[config.mk]
export PLATFORM = sky130hd
export DESIGN_NAME = seq_restoring_divider
export DESIGN_NICKNAME = d
export VERILOG_FILES = /design/src/rtl/seq_restoring_divider.sv
export SDC_FILE = /design/constraint.sdc
export NUM_CORES = 1
export LEC_CHECK = 0
export CAP_MARGIN = 0
export CORE_AREA = 2 2 86 88
export CTS_CLUSTER_DIAMETER = 200
export CTS_CLUSTER_SIZE = 30
export DETAILED_ROUTE_END_ITERATION = 7
export DIE_AREA = 0 0 88 90
export DONT_BUFFER_PORTS = 1
export GPL_TIMING_DRIVEN = 0
export PLACE_DENSITY = 0.49
export SYNTH_ARGS = -nofsm -noshare
export SYNTH_HDL_FRONTEND = slang
export SYNTH_SLANG_ARGS = --single-unit
[constraint.sdc]
create_clock -name clk -period 4.3 [get_ports clk]
set_input_delay 1.075 -clock clk [delete_from_list [all_inputs] [get_ports clk]]
set_output_delay 1.075 -clock clk [all_outputs]
set_load 0.005 [all_outputs]
[src/rtl/seq_restoring_divider.sv]
// Sequential unsigned restoring divider: one trial subtraction per clock,
// start/done handshake, divide-by-zero reported with the result.
module seq_restoring_divider #(
  parameter int unsigned WIDTH = 8
) (
  input  logic             clk,
  input  logic             rst,
  input  logic             start,
  input  logic [WIDTH-1:0] dividend,
  input  logic [WIDTH-1:0] divisor,
  output logic             busy,
  output logic             done,
  output logic [WIDTH-1:0] quotient,
  output logic [WIDTH-1:0] remainder,
  output logic             div_by_zero
);

  localparam int unsigned CW = (WIDTH > 1) ? $clog2(WIDTH) : 1;

  typedef enum logic [1:0] {
    IDLE = 2'd0,
    RUN  = 2'd1,
    DONE = 2'd2
  } state_t;

  state_t           state;
  logic [WIDTH:0]   r_work;
  logic [WIDTH-1:0] q_work;
  logic [WIDTH-1:0] d;
  logic [CW-1:0]    cnt;

  logic [WIDTH:0]   shifted;
  logic [WIDTH:0]   trial;
  logic             borrow;
  logic [WIDTH:0]   r_next;
  logic [WIDTH-1:0] q_next;

  // r_work's top bit is always zero after a step; the cast drops it when shifting.
  always_comb begin
    shifted         = (WIDTH+1)'({r_work, q_work[WIDTH-1]});
    {borrow, trial} = {1'b0, shifted} - {2'b00, d};
    r_next          = borrow ? shifted : trial;
    q_next          = {q_work[WIDTH-2:0], ~borrow};
  end

  always_ff @(posedge clk) begin
    if (rst) begin
      state       <= IDLE;
      busy        <= 1'b0;
      done        <= 1'b0;
      quotient    <= '0;
      remainder   <= '0;
      div_by_zero <= 1'b0;
      r_work      <= '0;
      q_work      <= '0;
      d           <= '0;
      cnt         <= '0;
    end else begin
      case (state)
        IDLE, DONE: begin
          done <= 1'b0;
          busy <= 1'b0;
          if (start) begin
            if (divisor == '0) begin
              quotient    <= '1;
              remainder   <= dividend;
              div_by_zero <= 1'b1;
              done        <= 1'b1;
              state       <= DONE;
            end else begin
              q_work <= dividend;
              d      <= divisor;
              r_work <= '0;
              cnt    <= '0;
              busy   <= 1'b1;
              state  <= RUN;
            end
          end else begin
            state <= IDLE;
          end
        end
        RUN: begin
          r_work <= r_next;
          q_work <= q_next;
          cnt    <= cnt + CW'(1);
          if (cnt == CW'(WIDTH - 1)) begin
            quotient    <= q_next;
            remainder   <= r_next[WIDTH-1:0];
            div_by_zero <= 1'b0;
            busy        <= 1'b0;
            done        <= 1'b1;
            state       <= DONE;
          end
        end
        default: begin
          busy  <= 1'b0;
          done  <= 1'b0;
          state <= IDLE;
        end
      endcase
    end
  end

endmodule

## Word-level counts from Yosys, hierarchy flattened

Index checks and enable logic that the tools add are counted.

| storage, ports and cells | value |
|---|---|
| bits in latches | 0 |
| bits of input ports | 19 |
| register bits | 48 |
| bits in read-only memories | 0 |
| bits in writable memories | 0 |
| memories | 0 |
| output and inout port bits | 19 |
| word-level logic and storage cells | 61 |

| operators by class | value |
|---|---|
| eq/ne operators | 7 |
| $lt $le $gt $ge | 0 |
| div/mod/pow operators | 0 |
| bitwise logic cells | 2 |
| shift operators | 0 |
| reductions and logical operators | 7 |
| muxes and demuxes | 33 |
| multipliers | 0 |
| add/subtract/negate cells | 2 |

Operators with widths:

| cell | number |
|---|---|
| 8-bit 2-to-1 mux | 11 |
| 8-bit case mux with 2 select lines | 4 |
| 9-bit by 8-bit subtractor with 10-bit output | 1 |
| 8-bit logical NOT | 1 |
| 1-bit 2-to-1 mux | 8 |
| 2-bit != test (second input constant) | 4 |
| 2-bit 2-to-1 mux | 3 |
| 3-bit 2-to-1 mux | 2 |
| 1-bit case mux with 2 select lines | 3 |
| 3-bit case mux with 2 select lines | 1 |
| 3-bit AND reduction | 2 |
| 2-bit case mux with 2 select lines | 1 |
| 4-bit AND reduction | 1 |
| 3-bit by 1-bit adder with 3-bit output (second input constant) | 1 |
| 3-bit == test (second input constant) | 1 |
| 2-bit by 1-bit == test with 1-bit output (second input constant) | 1 |
| 2-bit == test (second input constant) | 1 |
| 2-bit logical NOT | 1 |
| 1-bit NOT | 2 |
| 2-bit nonzero test | 1 |
| 2-bit OR reduction | 1 |

## Depth between registers and ports, before layout

Gate-level depths: netlist of the first run.

| logic depth | value |
|---|---|
| depth after elaboration | 4 |
| mapped depth | 9 |
| mapped depth without buffers | 9 |

## Worst setup path after synthesis of the first run

Ideal clock, no wire load.

| timing path | value |
|---|---|
| path kind | in2reg |
| start point | input port start |
| end point | register q_work[0] |
| setup time | 0.091 ns |
| path buffers | 2 |
| arrival | 2.146 ns |
| stages | 6 |
| data required time | 4.209 ns |
| setup slack | 2.063 ns |
| cell sequence | nor2b_1 > buf_2 > a21boi_1 > buf_2 > nand2_1 > a311oi_1 |

| on the way | value |
|---|---|
| longest elaborated chain between the ends | 2 |

RTL lines:

| element | RTL line | source |
|---|---|---|
| start, declared | 8 | `input logic start,` |
| 2-bit != test (no line) | n/a |  |
| 3-bit AND reduction (no line) | n/a |  |
| end signal, assigned | 71 | `q_work <= dividend;` |
| end signal, assigned | 84 | `q_work <= q_next;` |
| end, declared | 28 | `logic [WIDTH-1:0] q_work;` |

Every way passes these cells.
A chain may end at the register's enable or synchronous reset.

## Final worst setup path of the first run

| timing path | value |
|---|---|
| start point | input port divisor[4] |
| end point | register remainder[7] |

| on the way | value |
|---|---|
| longest elaborated chain between the ends | 3 |

RTL lines:

| element | RTL line | source |
|---|---|---|
| start, declared | 10 | `input logic [WIDTH-1:0] divisor,` |
| 8-bit logical NOT | 64 | `if (divisor == '0) begin` |
| 2-bit != test (no line) | n/a |  |
| 4-bit AND reduction (no line) | n/a |  |
| end signal, assigned | 66 | `remainder <= dividend;` |
| end signal, assigned | 88 | `remainder <= r_next[WIDTH-1:0];` |
| end, declared | 14 | `output logic [WIDTH-1:0] remainder,` |

Every way passes these cells.

==> flow_summary_export.csv, run 1 <==
group,metric,value,unit
worst_setup_path,cp-end-kind,"flip-flop",
worst_setup_path,r2r_slack,2.07,ns
logic_synthesis,syn_avg_cell_area,8.453,µm²
logic_synthesis,synthArstFlopShare,0,
sta,slew_headroom,0.4023,
cts,post-cts-setup-buffer-count,0,
logic_synthesis,yosysSeqAreaShare,0.3849,
grt,first_global_vias,2101,
floorplan,die_w,88,µm
routing,viasPerCell,5.449,
worst_setup_path,slowest_delay,0.39,ns
cts,cts_tree,"yes",
placement,numPortBuffers,0,
final_layout,final_cells,390,
final_layout,num-fill-cells,745,
logic_synthesis,synth_cell_types,48,
routing,routedWlPerCell,16.94,µm
pwr,p_seq_frac,0.460,
sta,fmax,0.4285,GHz
floorplan,rows,31,
sta,period_share,0.5427,
cts,cts_made_buffers,5,
pwr,pwr-share-clk,0.279,
grt,grt_remaining_overflow,0,
logic_synthesis,yosysMostFrequentCell,"dfxtp_1",
final_layout,diodes,0,
sta,finalWorstPathRequiredPeriod,2.334,ns
grt,track_usage,0.1706,
sta,rsz0062_at_grt,"false",
grt,grt_pass1_wl,10840,µm
placement,post_dp_cell_area,0.002516,mm²
cts,ctsResizeCount,0,
final_layout,drive_gt1_frac,0.1134,
logic_synthesis,synth_commonest_cells,"46 x dfxtp_1, 43 x nand2_1, 24 x nor2_1, 16 x a21oi_1, 15 x inv_1",
routing,drt_iter0_drc,128,
worst_setup_path,worstPathRequired,4.51,ns
final_layout,stdcell_area,0.002608,mm²
sta,fin_skew,0.01046,ns
logic_synthesis,synth_enable_flop_cells,0,
logic_synthesis,synth_seq_cells,46,
pwr,internal_power,674.8,µW
worst_setup_path,crit_family,"simple AND/OR/NAND/NOR gates",
logic_synthesis,synth_area_leaders,"dfxtp_1 38%, nand2_1 6.7%, ha_1 5.2%, nor2_1 3.8%, a21oi_1 3.3%",
sta,setup-tns-final,0,ns
logic_synthesis,yosys_most_used_dff,"dfxtp_1",
routing,num_vias,2125,
logic_synthesis,synth.top_cell.area_share,0.3849,
logic_synthesis,syn_inst,283,
cts,clockRootBuffer,"clkbuf_8",
worst_setup_path,critical_path_buf_inv_count,1,
sta,finalSetupViolations,0,
placement,place_hpwl,5028,µm
pwr,switching_power,335.9,µW
sta,holdWs,0.4559,ns
worst_setup_path,crit_fanout,10,
grt,antenna_found_initial,0,
floorplan,start_util,0.3408,
sta,finalMaxSlewViolations,0,
final_layout,nNetsFinal,320,
sta,worst_slew_pin_slew,0.8897,ns
routing,drc,0,
cts,clk_latency,0.30,ns
sta,timing_hold_violations_final,0,
cts,path_clk_slew,0.09,ns
pwr,p_per_area,387.6,mW/mm²
logic_synthesis,yosysWarnings,0,
logic_synthesis,syn-num-nets,313,
routing,ant_nets,0,
placement,gp_congestion,0.7820,
cts,htree_num_levels,2,
pwr,p_sw_frac,0.3323,
floorplan,core_area,0.007020,mm²
grt,grt_max_degree,14,
floorplan,pin_count,38,
run_status,status,"finished clean",
routing,drt-total-wl,6606,µm
worst_setup_path,crit_arrival,2.55,ns
worst_setup_path,critPathLaunchType,"input pin",
floorplan,die_y,90,µm
cts,cts.sinks,46,
routing,drtPass1Iterations,4,
pwr,peakVddDrop,0.1521,mV
logic_synthesis,synth_top_area_cell,"dfxtp_1",
final_layout,multiInputGateArea,0.001325,mm²
final_layout,seqCellArea,920.9,µm²
pwr,p_leak,0.0009158,µW
job,drv_cap,0,
worst_setup_path,crit_type,"in -> reg",
cts,clock_path_buffers,2,
floorplan,dieArea,0.007920,mm²
logic_synthesis,synth_area,0.002392,mm²
worst_setup_path,path_cells,"nor4_2, nand3_1, nand2_1, buf_2, nor2_1, a211oi_1",
pwr,combinationalPowerShare,0.262,
cts,hold_buffers,0,
worst_hold_path,hold_path_class,"reg -> reg",
placement,place_inst,382,
worst_setup_path,cp_slowest_cell,"nor4_2",
final_layout,area_growth,8.996,%
-- tightest hold or removal path, delay by kind of cell (launching register included) --
kind            cells  cell delay [ns]
flops               1             0.31
simple gates        1             0.05
compound gates      1             0.05
-- kinds of logic after synthesis --
family,share of synthesized area
and+or+nand+nor,0.1914
xor gates and xnor gates,0.007324
AOI/OAI and AO/OA,0.2944
adders and majority gates,0.06067
DFF,0.3849
buffers and inverters,0.06119
-- routing by layer --
| layer | wire length [µm] | up-vias | GRT usage |
|---|---|---|---|
| met3 | 469 | 6 | 0.03765 |
| li1 | - | 1057 | - |
| met1 | 3214 | 988 | 0.2589 |
| met2 | 2882 | 74 | 0.2519 |
| met4 | 39 | 0 | 0.02308 |
| met5 | 0 | - | 0 |
-- sequential cells by signal (all words and copies together), names as in the netlist --
name	flops
d	8
div_by_zero	1
remainder	8
r_work	8
done	1
quotient	8
state	1
cnt	3
q_work	8
-- stage by stage --
stage | setup slack (ns) | total power [µW] | utilization
after global placement | 1.714 | 736.2 | 0.3584
after detailed placement | 1.617 | 737.0 | 0.3584
final | 1.966 | 1011 | 0.3714
after global routing | 1.779 | 1063 | 0.3714
after CTS | 1.929 | 1010 | 0.3714
after floorplan | 2.063 | 673.5 | -
-- area by class of cell --
cell class                      instances  area share
Multi-Input combinational cell        204      0.5082
Clock inverter                          1    0.001919
Inverter                               15     0.02159
Tap cell                               99     0.04750
Sequential cell                        46      0.3532
Clock buffer                            7     0.03311
Buffer                                 18     0.03455
-- power by group through the flow --
stage	combinational [µW]	sequential (µW)	clock, µW
detailed placement	263	474	0
global route	292	468	303
global placement	262	474	0
floorplan	205	468	0
CTS	264	464	281
finish	264	464	282
-- worst paths after layout --
kind / start / end / depth (start not counted)
worst max-delay path: divisor[4] / remainder[7] / 6
worst min-delay path: d[3] / d[3] / 2
worst max register to register: q_work[7] / remainder[6] / 9
worst min register to register: d[3] / d[3] / 2
-- cells in the final DEF (no fill, tap or decap), types with 2 or more instances in the layout --
| cell type | n |
|---|---|
| o21a_1 | 2 |
| a32oi_1 | 4 |
| o21ai_1 | 4 |
| nand2_1 | 43 |
| or3_1 | 2 |
| buf_2 | 6 |
| a211oi_1 | 6 |
| ha_1 | 10 |
| nand3_1 | 12 |
| nor3_1 | 2 |
| o221a_1 | 2 |
| clkbuf_8 | 6 |
| o211ai_1 | 6 |
| nor3b_1 | 3 |
| inv_1 | 15 |
| o31ai_1 | 2 |
| a21oi_1 | 16 |
| o21ai_0 | 14 |
| clkbuf_1 | 10 |
| buf_6 | 2 |
| o2111ai_1 | 5 |
| nor2b_1 | 4 |
| a311oi_1 | 9 |
| nor4_2 | 2 |
| o221a_2 | 7 |
| a31oi_1 | 4 |
| dfxtp_1 | 46 |
| o211ai_2 | 2 |
| nor2_1 | 24 |
Note: power is estimated with default switching activity, not from simulation.
==> run 2, diff against run 1 <==
--- a/config.mk
+++ b/config.mk
@@ -13,7 +13,7 @@
 export DIE_AREA = 0 0 88 90
 export DONT_BUFFER_PORTS = 1
 export GPL_TIMING_DRIVEN = 0
-export PLACE_DENSITY = 0.49
+export PLACE_DENSITY = 0.51
 export SYNTH_ARGS = -nofsm -noshare
 export SYNTH_HDL_FRONTEND = slang
 export SYNTH_SLANG_ARGS = --single-unit
==> constraint.sdc (replaced) <==
create_clock -name clk -period 1.9 [get_ports clk]
set_input_delay 0.475 -clock clk [delete_from_list [all_inputs] [get_ports clk]]
set_output_delay 0.475 -clock clk [all_outputs]
set_load 0.005 [all_outputs]
==> flow_summary_export.csv, run 2 (same netlist as run 1, synthesis figures left out) <==
group,metric,value,unit
worst_setup_path,critPathLaunchType,"flip-flop",
cts,htree_num_levels,2,
worst_setup_path,cpMostUsedCell,"inv_2",
pwr,p_leak,0.001021,µW
worst_setup_path,crit_arrival,2.24,ns
worst_setup_path,cp-end-kind,"flip-flop",
worst_setup_path,path_cells,"inv_2, ha_4, inv_2, fa_2, a211oi_2, or4b_4, o2111ai_4, o211ai_2, a311oi_2",
floorplan,rows,31,
sta,slew_headroom,0.6373,
placement,place_hpwl,4944,µm
routing,ant_nets,0,
worst_setup_path,critical_path_buf_inv_count,2,
sta,rsz0062_at_grt,"true",
routing,drt-total-wl,6782,µm
routing,drt_iter0_drc,114,
sta,finalWorstPathRequiredPeriod,2.021,ns
grt,grt_util_met3,0.04959,
routing,drc,0,
pwr,p_per_area,889.6,mW/mm²
placement,place_inst,382,
grt,first_global_vias,2213,
worst_setup_path,slowest_delay,0.55,ns
sta,fin_skew,0.01029,ns
run_status,violations,"setup timing",
floorplan,pin_count,38,
worst_setup_path,cp_slowest_cell,"or4b_4",
placement,numPortBuffers,0,
floorplan,die_y,90,µm
grt,met2_usage,0.2721,
run_status,status,"finished with violations",
sta,finalSetupViolations,6,
cts,clock_path_buffers,2,
final_layout,diodes,0,
floorplan,dieArea,0.007920,mm²
worst_setup_path,worstPathRequired,2.11,ns
final_layout,layout_common_cells,"41 x nand2_1, 39 x dfxtp_1, 22 x nor2_1",
final_layout,nNetsFinal,331,
sta,timing_hold_violations_final,0,
grt,grt_pass1_wl,11070,µm
final_layout,final_cells,401,
grt,antenna_found_initial,0,
routing,viasPerCell,5.451,
cts,clk_latency,0.30,ns
cts,cts.sinks,46,
routing,drtPass1Iterations,4,
cts,clockRootBuffer,"clkbuf_8",
grt,track_usage,0.1781,
sta,setup_slack,-0.1214,ns
routing,routedWlPerCell,16.91,µm
routing,num_vias,2186,
pwr,power,2611,µW
worst_setup_path,crit_family,"compound AO/OA/AOI/OAI gates",
sta,finalMaxSlewViolations,0,
job,drv_cap,0,
worst_setup_path,crit_fanout,3,
sta,worst_slew_pin_slew,0.5411,ns
final_layout,area_growth,22.70,%
worst_setup_path,crit_type,"reg -> reg",
floorplan,core_area,0.007020,mm²
final_layout,fin_util,0.4181,
grt,grt_max_degree,15,
sta,period_share,1.064,
cts,cts_tree,"yes",
grt,grt_remaining_overflow,0,
sta,fmax,0.4947,GHz
floorplan,die_w,88,µm
grt,met1_usage,0.2470,
pwr,peakVddDrop,0.3553,mV
grt,grt.busiest_layer,"met2",
floorplan,start_util,0.3408,
placement,pre_cts_slack,-0.1721,ns
placement,gp_congestion,0.7609,
final_layout,final_common_cell,"nand2_1",
worst_hold_path,hold_path_class,"in -> reg",
final_layout,drive_gt1_frac,0.2616,
cts,path_clk_slew,0.09,ns
cts,cts_made_buffers,5,
sta,setup-tns-final,-0.2668,ns
run 2: changes by cell type in the layout (fill, tap and decap cells not counted), moves of 3 or more:
cell / previous run / this run
buf_4: 0 / 9
a211oi_1: 6 / 3
ha_4: 0 / 4
dfxtp_1: 46 / 39
inv_2: 0 / 4
ha_1: 10 / 6
dfxtp_2: 0 / 6
inv_1: 15 / 11
a211oi_2: 0 / 3
run 2: path summary, 6_finish.rpt:
check / startpoint / end / slack [ns] / cells after the start
setup / recovery: q_work[7] / remainder[6] / -0.12 / 9
hold / removal: divisor[0] / d[0] / 0.31 / 2
setup reg to reg: q_work[7] / remainder[6] / -0.12 / 9
hold reg to reg: d[2] / d[2] / 0.46 / 2
run 2: per-layer routing:
layer / wire [µm] / vias up
li1: - / 1074
met1: 3224 / 1052
met2: 3128 / 52
met3: 355 / 8
met4: 73 / 0
met5: 0 / -
run 2: per-stage QoR:
step | hold slack (ns) | area [µm²]
finish | 0.3098 | 2935
global placement | 0.4462 | 2561
detailed placement | 0.4478 | 2561
CTS | 0.3004 | 2786
floorplan | 0.4363 | 2437
global route | 0.2906 | 2935
run 2: report_power, final:
| group | switching (µW) | leakage [µW] | internal (µW) |
|---|---|---|---|
| sequential | 42.8 | 0.000378 | 1010 |
| clock | 336 | 0.0000514 | 393 |
| combinational | 461 | 0.000592 | 366 |
run 2: final cells by class:
class / count / area (µm²)
inverters: 15 / 56.30
flip-flops and latches: 46 / 932.1
clock buffers: 6 / 72.57
fillers: 713 / 4085
multi-input cells: 204 / 1515
repair buffers: 11 / 98.84
plain buffers: 18 / 98.84
clock inverters: 2 / 37.54
well taps: 99 / 123.9
run 2: worst register-to-register path: stages, from the launching register on:
cell and delay, ns:
dfxtp_2 0.35, inv_2 0.05, ha_4 0.17, inv_2 0.05, fa_2 0.22, a211oi_2 0.09
or4b_4 0.55, o2111ai_4 0.12, o211ai_2 0.12, a311oi_2 0.24
run 2: repair_timing:
item / CTS / global route
cloned: 1 / 0
resized for setup: 19 / 26
buffers inserted: 5 / 5
pin swaps: 6 / 1
hold buffers: 0 / 0
endpoints found under the setup margin: 17 / 25
